===== src/rtl/uart_rx_axis_bridge.sv =====
// UART receive byte stream to AXI4-Stream master through a FWFT FIFO.
// Define UART_AXIS_TUSER_EN to keep parity-error bytes, flagged on m_axis_tuser.
module uart_rx_axis_bridge #(
  parameter int                   DATA_BITS  = 8,
  parameter int                   FIFO_DEPTH = 16,
  parameter int                   USE_DELIM  = 0,
  parameter logic [DATA_BITS-1:0] DELIM      = 'h0A
) (
  input  logic                          clk,
  input  logic                          rst,
  input  logic [DATA_BITS-1:0]          rx_data,
  input  logic                          rx_valid,
  input  logic                          parity_error,
  output logic [DATA_BITS-1:0]          m_axis_tdata,
  output logic                          m_axis_tvalid,
  input  logic                          m_axis_tready,
  output logic                          m_axis_tlast,
`ifdef UART_AXIS_TUSER_EN
  output logic                          m_axis_tuser,
`endif
  output logic [$clog2(FIFO_DEPTH):0]   fifo_level,
  output logic                          overflow,
  output logic [7:0]                    drop_cnt,
  output logic [7:0]                    err_cnt,
  input  logic                          clr_stats
);

  localparam int AW = $clog2(FIFO_DEPTH);
`ifdef UART_AXIS_TUSER_EN
  localparam int EW = DATA_BITS + 2;
`else
  localparam int EW = DATA_BITS + 1;
`endif
  localparam logic [AW:0] FULL_LVL = (AW+1)'(FIFO_DEPTH);

  logic [EW-1:0] mem [FIFO_DEPTH];
  logic [AW-1:0] rd_ptr, wr_ptr;
  logic [AW:0]   level;
  logic [EW-1:0] wr_entry, head;
  logic          evt, storable, is_delim;
  logic          full, pop, wr_en, drop;

  assign evt      = rx_valid | parity_error;
  assign is_delim = (USE_DELIM != 0) && (rx_data == DELIM);

`ifdef UART_AXIS_TUSER_EN
  assign storable = evt;
  assign wr_entry = {parity_error, is_delim, rx_data};
`else
  assign storable = rx_valid & ~parity_error;
  assign wr_entry = {is_delim, rx_data};
`endif

  assign full  = (level == FULL_LVL);
  assign pop   = m_axis_tvalid & m_axis_tready;
  assign wr_en = storable & (~full | pop);
  assign drop  = storable & full & ~pop;

  // Head gated by tvalid so outputs read zero while empty / after reset
  assign head          = mem[rd_ptr];
  assign m_axis_tvalid = (level != '0);
  assign m_axis_tdata  = m_axis_tvalid ? head[DATA_BITS-1:0] : '0;
  assign m_axis_tlast  = m_axis_tvalid & head[DATA_BITS];
`ifdef UART_AXIS_TUSER_EN
  assign m_axis_tuser  = m_axis_tvalid & head[DATA_BITS+1];
`endif
  assign fifo_level    = level;

  always_ff @(posedge clk) begin
    if (wr_en) mem[wr_ptr] <= wr_entry;
  end

  always_ff @(posedge clk or posedge rst) begin
    if (rst) begin
      rd_ptr <= '0;
      wr_ptr <= '0;
      level  <= '0;
    end else begin
      if (wr_en) wr_ptr <= wr_ptr + 1'b1;
      if (pop)   rd_ptr <= rd_ptr + 1'b1;
      unique case (1'b1)
        wr_en & ~pop: level <= level + 1'b1;
        pop & ~wr_en: level <= level - 1'b1;
        default:      level <= level;
      endcase
    end
  end

  always_ff @(posedge clk or posedge rst) begin
    if (rst) begin
      overflow <= 1'b0;
      drop_cnt <= '0;
      err_cnt  <= '0;
    end else begin
      overflow <= drop;
      if (clr_stats)
        drop_cnt <= '0;
      else if (drop && drop_cnt != 8'hFF)
        drop_cnt <= drop_cnt + 8'd1;
      if (clr_stats)
        err_cnt <= '0;
      else if (parity_error && err_cnt != 8'hFF)
        err_cnt <= err_cnt + 8'd1;
    end
  end

endmodule


===== config.mk =====
export PLATFORM = sky130hd
export DESIGN_NAME = uart_rx_axis_bridge
export DESIGN_NICKNAME = d
export VERILOG_FILES = /design/src/rtl/uart_rx_axis_bridge.sv
export SDC_FILE = /design/constraint.sdc
export NUM_CORES = 1
export LEC_CHECK = 0
export ABC_AREA = 1
export CAP_MARGIN = 10
export CORE_MARGIN = 2
export CORE_UTILIZATION = 30
export CTS_CLUSTER_DIAMETER = 150
export CTS_CLUSTER_SIZE = 30
export DETAILED_ROUTE_END_ITERATION = 8
export SYNTH_ARGS = -nofsm -noshare
export SYNTH_HDL_FRONTEND = slang
export SYNTH_SLANG_ARGS = --single-unit

===== constraint.sdc =====
create_clock -name clk -period 2.7 [get_ports clk]
set_clock_uncertainty 0.2 [all_clocks]
set_input_delay 0.54 -clock clk [delete_from_list [all_inputs] [get_ports clk]]
set_output_delay 0.54 -clock clk [all_outputs]
set_load 0.02 [all_outputs]

==> results.py <==
metrics = {
    "outcome": {
        "status": "finished with violations",
        "violations": "negative setup slack",
    },
    "worst_setup_path": {
        "cp.required_ns": 1.96,
        "cp_max_fo": 7,
        "reg2regPathDepth": 16,
        "cp_cell_sequence": "inv_4 -> buf_12 -> clkbuf_16 -> o21ai_1 -> o221ai_1 -> nand3_1 -> a21oi_2 -> buf_6",
        "max_stage_delay_ns": 0.45,
        "arrival_ns": 1.99,
        "startpoint": "rd_ptr[0]$_DFFE_PP0P_",
        "cp-end-kind": "primary output",
        "start_kind": "register",
        "r2r_start": "fifo_level[3]$_DFFE_PP0P_",
        "path_class": "register to primary output",
        "crit_end": "m_axis_tdata[1]",
        "reg2reg_slack_ns": 0.50,
        "crit_slowest_cell": "dfrtp_2",
        "reg2reg_to": "fifo_level[4]$_DFFE_PP0P_",
    },
    "detailed_routing": {
        "vias": 4759,
        "avgViaCountPerCell": 4.93,
        "routed_wl_mm": 16.5,
        "ant_nets": 0,
        "wl_per_cell_um": 17.1,
        "first_pass_iters": 4,
        "drtIter0Drc": 292,
        "drc": 0,
    },
    "logic_synthesis": {
        "mappedNetlistNets": 598,
        "synth-simple-area-share_pct": 13.3,
        "synthMuxAreaShare_pct": 0,
        "ys_types": 35,
        "ys_warn_count": 0,
        "ys_ff_latch": 158,
        "synth_top_family_by_area": "simple AND/OR/NAND/NOR gates",
        "synth_compound_area_share_pct": 11.6,
        "synthTopCellsByCount": "edfxtp_1, nor2_1, o21ai_0, nand2_1, inv_1",
        "synthTopCellsByArea": "edfxtp_1, dfrtp_1, nor2_1",
        "synth_largest_area_cell": "edfxtp_1",
        "synthCells": 575,
        "yosys.area_share.adder_pct": 1.67,
        "post-synth-top-count-cell": "edfxtp_1",
        "yosysSeqAreaShare_pct": 68.3,
        "synth_edf_count": 128,
        "synth_flop_cell": "edfxtp_1",
        "synth.top_cell.area_share_pct": 57.1,
        "synth_xor_area_share_pct": 1.43,
        "syn_area_um2": 6730,
        "synth-async-reset-ratio_pct": 19.0,
        "syn_area_per_cell_um2": 11.7,
    },
    "timing": {
        "maxSlewViolCount": 0,
        "setup_violations": 3,
        "slew_headroom_pct": 54.5,
        "clock.fmax_mhz": 367,
        "postLayoutSetupSlackWorst_ns": -0.0271,
        "finalHoldViolations": 0,
        "min_period_ns": 2.73,
        "tightest_slew_ns": 0.681,
        "rsz0062_at_grt": "yes",
        "post-route-period-util_pct": 101,
        "final.setup.tns_ns": -0.0530,
    },
    "final_layout": {
        "stdcell_count": 966,
        "drive_gt1_share_pct": 21.9,
        "fin_nets": 696,
        "final.fill_count": 2081,
        "antenna_cells": 0,
        "fin_util_pct": 40.2,
        "area_growth_pct": 30.9,
    },
    "clock_tree": {
        "clkLatencyLatePin_ns": 0.42,
        "htreeDepth": 4,
        "tritoncts": "built",
        "hold_buffers": 0,
        "cts_sinks": 158,
        "clk_path_buf_depth": 2,
        "clk_pin_slew_ns": 0.07,
        "root_buffer": "clkbuf_16",
        "cts_buffers": 17,
    },
    "floorplan": {
        "fp.dieW_um": 154,
        "io_pins": 46,
        "coreArea_um2": 21900,
        "die_height_um": 154,
        "placementRows": 54,
        "initial_core_util_pct": 30.7,
        "die-area_um2": 23600,
    },
    "global_route": {
        "grt_overflow_total": 0,
        "use_met3_pct": 4.48,
        "grt_max_degree": 32,
        "grt_usage_pct": 14.3,
        "grt_pass1_vias": 4798,
        "busiest_layer": "met2",
        "gr-usage-met2_pct": 22.8,
        "antenna_found_initial": 0,
        "grt_pass1_wl_mm": 25.9,
        "use_met1_pct": 18.4,
    },
    "pwr": {
        "p_leak_uw": 0.00322,
        "seqPwrFrac_pct": 32.4,
        "combPwrFrac_pct": 41.3,
        "power.density_nw_per_um2": 1050,
        "p_switching_uw": 3290,
        "swShare_pct": 35.7,
        "p_int_uw": 5930,
        "clkPwrFrac_pct": 26.4,
        "finalPower_uw": 9220,
        "ir_worst_vdd_v": 0.000504,
    },
    "placement": {
        "port_buffers": 44,
        "dp_hpwl_mm": 10.6,
        "place_inst": 920,
        "pre_cts_ws_ns": -0.139,
        "gp_congestion": 0.783,
    },
    "min_path": {
        "hold_class": "input pin to asynchronous set/reset pin",
    },
    "flow_run": {
        "max_cap_viol_count": 0,
    },
}
[kinds of logic after synthesis]
| kind of cell | count (synthesis) |
|---|---|
| AND/OR/NAND/NOR | 202 |
| flip-flops | 158 |
| AO/OA/AOI/OAI | 132 |
| buffers and inverters | 62 |
| XOR/XNOR | 11 |
| adder cells (fa/ha/maj) | 9 |
| other | 1 |
[layout by cell type (no fill, tap or decap), types with 3 or more instances in the layout]
cell type and instances:
edfxtp_1 128, nor2_1 98, o21ai_0 61, nand2_1 45, buf_4 44, clkdlybuf4s50_1 36, inv_1 29, dfrtp_1 28
nand3_1 26, o221ai_1 19, clkbuf_16 19, o21ai_1 16, buf_6 13, xor2_1 10, a21oi_2 9, ha_1 9
nand4_1 7, nor2_2 7, o221ai_2 7, a21oi_1 6, nor3_1 6, clkinv_4 5, buf_12 5, o22ai_1 4
o21ai_2 4, inv_6 4, buf_8 4, inv_2 3, nand2_2 3, inv_8 3
[power groups by stage]
stage | registers, uW | logic [uW] | clock network [uW]
after CTS | 2980 | 3400 | 2470
after floorplan | 3030 | 1760 | 0
after global placement | 3010 | 3070 | 0
after global routing | 3010 | 4150 | 2570
final | 2980 | 3800 | 2430
after detailed placement | 3010 | 3090 | 0
[metrics by stage]
step	instance area, um2	hold slack [ns]
3_5_place_dp	7800	0.305
5_1_grt	8810	0.326
3_3_place_gp	7800	0.302
4_1_cts	8570	0.310
6_report	8810	0.313
2_1_floorplan	6730	0.311
[final cells by class]
cell class              instances  area (um2)  share of cell area, %
clock buffers                  17         425                   4.83
flip-flops and latches        158        4600                   52.2
well taps                     280         350                   3.98
clock inverters                15         174                   1.97
multi-input cells             355        2020                   22.9
repair buffers                106        1100                   12.5
inverters                      35         139                   1.58
[timing repair]
item / in CTS / in global routing
setup endpoints to repair: 8 / 8
gates cloned: 2 / 2
resized for setup: 67 / 49
endpoints found under the hold margin: 0 / 0
pin swaps: 10 / 27
buffers inserted: 7 / 4
[worst max-delay path, delay by kind of cell (launching register included)]
kind                   cells  cell delay, ns
AOI/OAI and AO/OA          3            0.43
DFF                        1            0.45
and+or+nand+nor            1            0.13
buffers and inverters      4            0.56
[state kept, by name, summed over array words and instances (netlist names)]
| register | count |
|---|---|
| drop_cnt | 8 |
| err_cnt | 8 |
| fifo_level | 5 |
| mem | 128 |
| overflow | 1 |
| rd_ptr | 4 |
| wr_ptr | 4 |
[worst min-delay path by stage]
stage / startpoint / slack [ns] / end
2_1_floorplan: wr_ptr[0]$_DFFE_PP0P_ / 0.31 / wr_ptr[0]$_DFFE_PP0P_
3_3_place_gp: fifo_level[4]$_DFFE_PP0P_ / 0.30 / fifo_level[4]$_DFFE_PP0P_
3_5_place_dp: fifo_level[4]$_DFFE_PP0P_ / 0.31 / fifo_level[4]$_DFFE_PP0P_
4_1_cts: rst / 0.31 / drop_cnt[0]$_DFFE_PP0P_
5_1_grt: rst / 0.33 / fifo_level[2]$_DFFE_PP0P_
6_report: rst / 0.31 / drop_cnt[2]$_DFFE_PP0P_
[layer usage]
| layer | vias up | routed length, um |
|---|---|---|
| met5 | - | 0 |
| met4 | 0 | 361 |
| met3 | 25 | 958 |
| met2 | 154 | 7880 |
| met1 | 2307 | 7340 |
| li1 | 2273 | - |
No activity file was read; power rests on OpenSTA's default activity.
